==> config.mk <==
export PLATFORM = sky130hd
export DESIGN_NAME = assoc_tag_comparator
export DESIGN_NICKNAME = d
export VERILOG_FILES = /design/src/rtl/assoc_tag_comparator.sv
export SDC_FILE = /design/constraint.sdc
export NUM_CORES = 1
export LEC_CHECK = 0
export ABC_AREA = 1
export BUFFER_PORTS_ARGS = -buffer_cell sky130_fd_sc_hd__buf_2
export CELL_PAD_IN_SITES_DETAIL_PLACEMENT = 1
export CELL_PAD_IN_SITES_GLOBAL_PLACEMENT = 2
export CORE_MARGIN = 2
export CORE_UTILIZATION = 17
export CTS_CLUSTER_DIAMETER = 40
export DETAILED_ROUTE_END_ITERATION = 7
export HOLD_SLACK_MARGIN = 0.12
export PLACE_DENSITY = 0.8
export SLEW_MARGIN = 10
export SYNTH_ARGS = -nofsm -noshare
export SYNTH_HDL_FRONTEND = slang
export SYNTH_SLANG_ARGS = --single-unit
==> constraint.sdc <==
create_clock -name clock_i -period 1.1 [get_ports clock_i]
set_clock_uncertainty 0.05 [all_clocks]
set_input_delay 0.055 -clock clock_i [delete_from_list [all_inputs] [get_ports clock_i]]
set_output_delay 0.055 -clock clock_i [all_outputs]
set_load 0.02 [all_outputs]
==> src/rtl/assoc_tag_comparator.sv <==
// Two-stage set-associative tag comparator: sliced per-way compare, then priority encode.
// Optional multi-hit detection is compiled in with ASSOC_TAG_COMPARATOR_MULTIHIT_EN.
module assoc_tag_comparator #(
  parameter int BW     = 20,
  parameter int N_WAYS = 4,
  localparam int BW_WAY = (N_WAYS > 1) ? $clog2(N_WAYS) : 1
) (
  input  logic                 clock_i,
  input  logic                 reset_i,
  input  logic                 req_valid_i,
  output logic                 req_ready_o,
  input  logic [BW-1:0]        tag_i,
  input  logic [N_WAYS*BW-1:0] way_tags_i,
  input  logic [N_WAYS-1:0]    way_valid_i,
  output logic                 rsp_valid_o,
  input  logic                 rsp_ready_i,
  output logic                 hit_o,
  output logic [BW_WAY-1:0]    hit_way_o,
  output logic [N_WAYS-1:0]    match_vec_o
`ifdef ASSOC_TAG_COMPARATOR_MULTIHIT_EN
  ,
  output logic                 multi_hit_o,
  output logic                 err_o
`endif
);

  localparam int NS = (BW + 3) / 4;

  function automatic logic [BW_WAY-1:0] f_prio(input logic [N_WAYS-1:0] v);
    f_prio = '0;
    for (int i = N_WAYS - 1; i >= 0; i--) begin
      if (v[i]) f_prio = i[BW_WAY-1:0];
    end
  endfunction

  logic [N_WAYS-1:0] w_match_p0;
  logic              w_s2_load;
  logic              w_s1_adv;

  logic              r_vld_p1;
  logic [N_WAYS-1:0] r_match_p1;
  logic              r_vld_p2;
  logic              r_hit_p2;
  logic [BW_WAY-1:0] r_way_p2;
  logic [N_WAYS-1:0] r_match_p2;

  // Stage 0: per-way compare in 4-bit slices, last slice may be narrower
  for (genvar k = 0; k < N_WAYS; k++) begin : g_way
    logic [NS-1:0] w_slice_eq;
    for (genvar s = 0; s < NS; s++) begin : g_slice
      localparam int LO = 4 * s;
      localparam int HI = (LO + 3 < BW) ? LO + 3 : BW - 1;
      assign w_slice_eq[s] = (tag_i[HI:LO] == way_tags_i[k*BW+HI : k*BW+LO]);
    end
    assign w_match_p0[k] = way_valid_i[k] & (&w_slice_eq);
  end

  assign w_s2_load   = !r_vld_p2 || rsp_ready_i;
  assign w_s1_adv    = !r_vld_p1 || w_s2_load;
  assign req_ready_o = w_s1_adv;

  // Stage 1: registered match vector
  always_ff @(posedge clock_i or negedge reset_i) begin
    if (!reset_i)      r_vld_p1 <= 1'b0;
    else if (w_s1_adv) r_vld_p1 <= req_valid_i;
  end

  always_ff @(posedge clock_i) begin
    if (w_s1_adv && req_valid_i) r_match_p1 <= w_match_p0;
  end

  // Stage 2: priority-encoded result; data only loads when a real result moves in
  always_ff @(posedge clock_i or negedge reset_i) begin
    if (!reset_i) begin
      r_vld_p2   <= 1'b0;
      r_hit_p2   <= 1'b0;
      r_way_p2   <= '0;
      r_match_p2 <= '0;
    end else if (w_s2_load) begin
      r_vld_p2 <= r_vld_p1;
      if (r_vld_p1) begin
        r_hit_p2   <= |r_match_p1;
        r_way_p2   <= f_prio(r_match_p1);
        r_match_p2 <= r_match_p1;
      end
    end
  end

  assign rsp_valid_o = r_vld_p2;
  assign hit_o       = r_hit_p2;
  assign hit_way_o   = r_way_p2;
  assign match_vec_o = r_match_p2;

`ifdef ASSOC_TAG_COMPARATOR_MULTIHIT_EN
  function automatic logic f_multi(input logic [N_WAYS-1:0] v);
    f_multi = ((v & (v - 1'b1)) != '0);
  endfunction

  logic r_multi_p2;
  logic r_err;

  // err is sticky once a multi-hit result has been handed to the consumer
  always_ff @(posedge clock_i or negedge reset_i) begin
    if (!reset_i) begin
      r_multi_p2 <= 1'b0;
      r_err      <= 1'b0;
    end else begin
      if (w_s2_load && r_vld_p1) r_multi_p2 <= f_multi(r_match_p1);
      if (r_vld_p2 && rsp_ready_i && r_multi_p2) r_err <= 1'b1;
    end
  end

  assign multi_hit_o = r_multi_p2;
  assign err_o       = r_err;
`endif

endmodule

==> results of run 1 <==
-- worst max-delay path, delay by kind of cell (launching register included) --
kind / cells / cell delay, ps
simple gates: 1 / 90
flops: 1 / 400
buf+inv: 2 / 250
-- cells by family (layout without fill, tap and decap cells) --
kind of cell,after synthesis,after routing
xor gates and xnor gates,7,7
AOI/OAI and AO/OA,28,28
buffers and inverters,84,214
and+or+nand+nor,261,261
DFF,13,13
-- path summary, 6_finish.rpt --
check	endpoint	slack (ps)	depth (start not counted)
setup / recovery	req_ready_o	20	3
hold / removal	hit_way_o[0]	140	2
setup reg to reg	r_match_p1[2]	20	4
hold reg to reg	match_vec_o[3]	440	2
max in group asynchronous	rsp_valid_o	660	2
min in group clock_i	r_vld_p1	190	5
-- power breakdown --
group | internal, mW | switching, mW | total (mW)
clock network | 0.256 | 0.182 | 0.438
logic | 0.424 | 0.611 | 1.04
registers | 0.577 | 0.0522 | 0.629
-- flip-flops by register name (all words and copies together), names as in the netlist --
signal	count
hit_way_o	2
rsp_valid_o	1
r_match_p1	4
r_vld_p1	1
hit_o	1
match_vec_o	4
-- layout make-up --
class | instances | share of cell area [%]
Clock buffer | 4 | 1.60
Inverter | 83 | 11.2
Multi-Input combinational cell | 296 | 44.4
Sequential cell | 13 | 12.3
Tap cell | 140 | 6.22
Timing Repair Buffer | 127 | 24.2
-- stage by stage --
step | std cells | util, % | TNS [ps]
finish | 663 | 26.1 | 0
detailed placement | 654 | 24.9 | -197
CTS | 660 | 25.5 | 0
floorplan | 393 | - | -32.1
global placement | 654 | 24.9 | -139
global route | 663 | 26.1 | -103
-- synthesized netlist by cell type --
library cell  count
nand2_1         200
inv_1            76
nor2_1           47
o21ai_0          16
nand3_1          10
dfrtp_1           9
inv_2             7
o22ai_1           7
edfxtp_1          4
xnor2_1           4
nor2_2            3
xor2_1            3
a21oi_1           2
a21oi_2           1
buf_2             1
nor3_1            1
o21a_1            1
o21ai_1           1
-- repair_timing --
action / CTS / global route
setup buffers: 0 / 2
resized for setup: 1 / 8
setup endpoints to repair: 6 / 8
hold buffers: 2 / 1
hold endpoints to repair: 11 / 1
-- routing by layer --
metal	routed length (um)	vias up	global-route usage (%)
met5	0	-	0
met3	535	10	3.35
met2	4390	76	27.3
met1	3480	1185	16.3
li1	-	1412	-
met4	146	0	3.21
==> results.sh, run 1 <==
export IMPL_start_util_pct=17.4
export IMPL_peakVddDrop_mv=0.776
export IMPL_drtIter0Drc=72
export IMPL_synth_top_family_by_area="simple AND/OR/NAND/NOR gates"
export IMPL_cts_made_buffers=3
export IMPL_seqCellArea_um2=347
export IMPL_power_leakage_nw=1.80
export IMPL_slew_limit_headroom_pct=85.7
export IMPL_antenna_diode_count=0
export IMPL_drc=0
export IMPL_syn2layout_area_growth_pct=49.7
export IMPL_path_clk_slew_ps=60
export IMPL_cp_slowest_stage_delay_ps=400
export IMPL_worstSetupPathType="register to primary output"
export IMPL_hold_path_class="input pin to async pin"
export IMPL_synth_cell_types=18
export IMPL_wl_per_cell_um=12.9
export IMPL_die_area_um2=11900
export IMPL_rows=38
export IMPL_detailed_place_area_um2=2690
export IMPL_multi_input_comb_area_um2=1250
export IMPL_final_cell_mix="nand2_1, buf_2, inv_1"
export IMPL_regToRegStartpoint="r_vld_p1"
export IMPL_synthMuxAreaShare_pct=0
export IMPL_hold_viol=0
export IMPL_finalCritPeriodShare_pct=98.5
export IMPL_max_freq_mhz=923
export IMPL_yosysWarnings=0
export IMPL_finalMaxSlewViolations=0
export IMPL_setup_viol_count_final=0
export IMPL_synth_xor_area_share_pct=3.26
export IMPL_worst_pin_slew_ps=214
export IMPL_synth_ff_latch_count=13
export IMPL_io_buffers=116
export IMPL_worst_path_max_delay_cell="dfrtp_1"
export IMPL_drive_above_1_share_pct=27.5
export IMPL_crit_arrival_ps=980
export IMPL_status="finished, final reports clean"
export IMPL_track_usage_pct=14.4
export IMPL_grt_max_degree=12
export IMPL_fill_cells=1495
export IMPL_clock_latency_ps=250
export IMPL_synth_top_area_share_pct=39.9
export IMPL_yosys_area_share_simple_pct=53.3
export IMPL_layout_commonest_cell="nand2_1"
export IMPL_endpoint_kind="primary output"
export IMPL_vias=2683
export IMPL_grt_overflow_total=0
export IMPL_ys_seq_area_share_pct=18.4
export IMPL_place_congestion=0.839
export IMPL_grt_antenna_before_repair=0
export IMPL_synth_compound_area_share_pct=8.26
export IMPL_worstSetupStartpoint="r_vld_p1"
export IMPL_powerDensity_nw_per_um2=747
export IMPL_cp_required_ps=1000
export IMPL_vias_per_cell=4.05
export IMPL_layout_min_cycle_time_ps=1080
export IMPL_die_h_um=109
export IMPL_cpMostUsedCell="buf_6"
export IMPL_cts_tree="built"
export IMPL_dp_hpwl_mm=7.87
export IMPL_synth_cells=393
export IMPL_dieWidth_um=109
export IMPL_start_kind="register"
export IMPL_cp_cell_sequence="buf_6 -> nand3_4 -> buf_6"
export IMPL_finalInstanceArea_um2=2810
export IMPL_core_um2=10800
export IMPL_cts_root_buf="clkbuf_8"
export IMPL_grt_pass1_wl_mm=13.2
export IMPL_clk_path_buf_depth=2
export IMPL_nets=632
export IMPL_wl_mm=8.56
export IMPL_cts_sinks=13
export IMPL_grt_pass1_vias=2798
export IMPL_synth_area_per_cell_um2=4.78
export IMPL_rsz0062_at_grt="yes"
export IMPL_worstPathMaxFanout=3
export IMPL_cap_violations=0
export IMPL_dr_pass1_iters=4
export IMPL_synthTopCellsByArea="nand2_1, inv_1, dfrtp_1"
export IMPL_netlist_area_um2=1880
export IMPL_hold_ws_ps=141
export IMPL_htreeDepth=1
export IMPL_synth_adder_area_share_pct=0
export IMPL_syn_num_nets=501
export IMPL_synth_top_cell_by_area="nand2_1"
export IMPL_dpl_worst_slack_ps=-89.3
export IMPL_worst_slack_ps=16.8
export IMPL_finalPower_mw=2.10
export IMPL_ios=117
export IMPL_antenna_left=0
No activity file was read; power rests on OpenSTA's default activity.
==> run 2, diff against run 1 <==
--- a/config.mk
+++ b/config.mk
@@ -15,6 +15,7 @@
 export DETAILED_ROUTE_END_ITERATION = 7
 export HOLD_SLACK_MARGIN = 0.12
 export PLACE_DENSITY = 0.8
+export SETUP_SLACK_MARGIN = 0.05
 export SLEW_MARGIN = 10
 export SYNTH_ARGS = -nofsm -noshare
 export SYNTH_HDL_FRONTEND = slang
==> run 2 against run 1 <==
Final area decreased by 0.13%. Critical path depth down 1. Clock power increased by 3%. Critical endpoint unchanged.
==> results.sh, run 2 (synthesis results as in run 1) <==
export IMPL_status="finished, final reports clean"
export IMPL_final_cell_mix="nand2_1, buf_2, inv_1"
export IMPL_layout_commonest_cell="nand2_1"
export IMPL_max_freq_mhz=960
export IMPL_dpl_worst_slack_ps=-63.3
export IMPL_rows=38
export IMPL_worstPathMaxFanout=4
export IMPL_track_usage_pct=14.6
export IMPL_core_um2=10800
export IMPL_dieWidth_um=109
export IMPL_cap_violations=0
export IMPL_ff2ff_setup_slack_ps=70
export IMPL_grt_pass1_wl_mm=13.4
export IMPL_rsz0062_at_grt="yes"
export IMPL_grt_antenna_before_repair=0
export IMPL_finalCritPeriodShare_pct=94.7
export IMPL_cp_slowest_stage_delay_ps=450
export IMPL_worst_path_max_delay_cell="dfrtp_2"
export IMPL_setup_viol_count_final=0
export IMPL_worstSetupPathType="register to primary output"
export IMPL_htreeDepth=1
export IMPL_ios=117
export IMPL_drc=0
export IMPL_p_int_mw=1.25
export IMPL_worst_slack_ps=58.1
export IMPL_cts_sinks=13
export IMPL_antenna_left=0
export IMPL_hold_viol=0
export IMPL_start_kind="register"
export IMPL_peakVddDrop_mv=0.421
export IMPL_drive_above_1_share_pct=27.6
export IMPL_nets=631
export IMPL_syn2layout_area_growth_pct=49.5
export IMPL_fill_cells=1504
export IMPL_start_util_pct=17.4
export IMPL_dp_hpwl_mm=7.79
export IMPL_finalMaxSlewViolations=0
export IMPL_wl_per_cell_um=12.7
export IMPL_tns_ps=0
export IMPL_slew_limit_headroom_pct=79.9
export IMPL_power_frac_seq_pct=29.5
export IMPL_die_h_um=109
export IMPL_switchingPower_mw=0.861
export IMPL_cp_required_ps=1000
export IMPL_clock_power_share_pct=21.4
export IMPL_dr_pass1_iters=4
export IMPL_die_area_um2=11900
export IMPL_io_buffers=116
export IMPL_vias=2663
export IMPL_clk_path_buf_depth=2
export IMPL_crit_arrival_ps=940
export IMPL_cp_cell_sequence="nand3_4 -> buf_6"
export IMPL_drtIter0Drc=75
export IMPL_layout_min_cycle_time_ps=1040
export IMPL_place_congestion=0.802
export IMPL_endpoint_kind="primary output"
export IMPL_cts_made_buffers=3
export IMPL_path_clk_slew_ps=50
export IMPL_hold_path_class="input pin to register"
export IMPL_clock_latency_ps=250
export IMPL_combPwrFrac_pct=49.1
export IMPL_wl_mm=8.43
export IMPL_cts_tree="built"
export IMPL_grt_max_degree=12
export IMPL_worst_pin_slew_ps=299
export IMPL_power_leakage_nw=1.80
export IMPL_p_sw_share_pct=40.7
export IMPL_cts_root_buf="clkbuf_8"
export IMPL_vias_per_cell=4.02
export IMPL_powerDensity_nw_per_um2=753
export IMPL_grt_overflow_total=0
export IMPL_grt_pass1_vias=2794
==> run 2: area by class of cell <==
class / count / area, um^2 / share of cell area [%]
inverter: 83 / 317 / 11.3
clock buffer: 4 / 45.0 / 1.60
multi-input combinational: 296 / 1240 / 44.3
antenna: 1 / 2.50 / 0.0890
tap: 140 / 175 / 6.23
sequential: 13 / 347 / 12.3
timing repair buffer: 126 / 679 / 24.2
==> run 2: critical path: cells and delay by family, from the launching register on <==
kind | cells | cell delay [ps]
and+or+nand+nor | 1 | 120
DFF | 1 | 450
buffers and inverters | 1 | 130
==> run 2: what timing repair did <==
action                     4_1_cts  5_1_grt
hold endpoints to repair        11        0
pin swaps                        0        0
gates cloned                     0        0
hold buffers                     2        0
buffers inserted                 0        0
setup endpoints to repair        7       12
resized for setup                6        2
==> run 2: path summary, 6_finish.rpt <==
kind | from | cells past startpoint | end
setup / recovery | rsp_valid_o | 2 | req_ready_o
hold / removal | rsp_ready_i | 4 | rsp_valid_o
setup reg to reg | rsp_valid_o | 3 | r_match_p1[0]
hold reg to reg | match_vec_o[0] | 1 | match_vec_o[0]
max in group asynchronous | reset_i | 2 | rsp_valid_o
min in group asynchronous | reset_i | 2 | match_vec_o[3]
==> run 2: metal layers <==
metal / GRT usage (%) / part of all wire, % / up-vias
met1: 18.0 / 44 / 1171
met4: 1.65 / 0.74 / 0
met3: 2.69 / 6.5 / 6
met2: 27.0 / 49 / 78
met5: 0 / 0 / -
li1: - / - / 1408
==> run 2: stage by stage <==
| step | cells | util (%) | hold WS, ps | cell area [um^2] | power, mW |
|---|---|---|---|---|---|
| after floorplan | 393 | - | -291 | 1900 | 1.15 |
| after global placement | 656 | 25.2 | -138 | 2720 | 1.64 |
| after detailed placement | 656 | 25.2 | -133 | 2720 | 1.66 |
| after CTS | 662 | 26.0 | 102 | 2800 | 2.14 |
| after global routing | 662 | 26.0 | 134 | 2810 | 2.30 |
| final | 663 | 26.0 | 104 | 2810 | 2.11 |
==> run 2: power by group through the flow <==
stage                     Sequential (mW)  Combinational, mW  Clock (mW)
after floorplan                     0.709              0.445           0
final                               0.625               1.04       0.453
after global routing                0.637               1.18       0.484
after global placement              0.631               1.00           0
after CTS                           0.625               1.05       0.460
after detailed placement            0.633               1.03           0
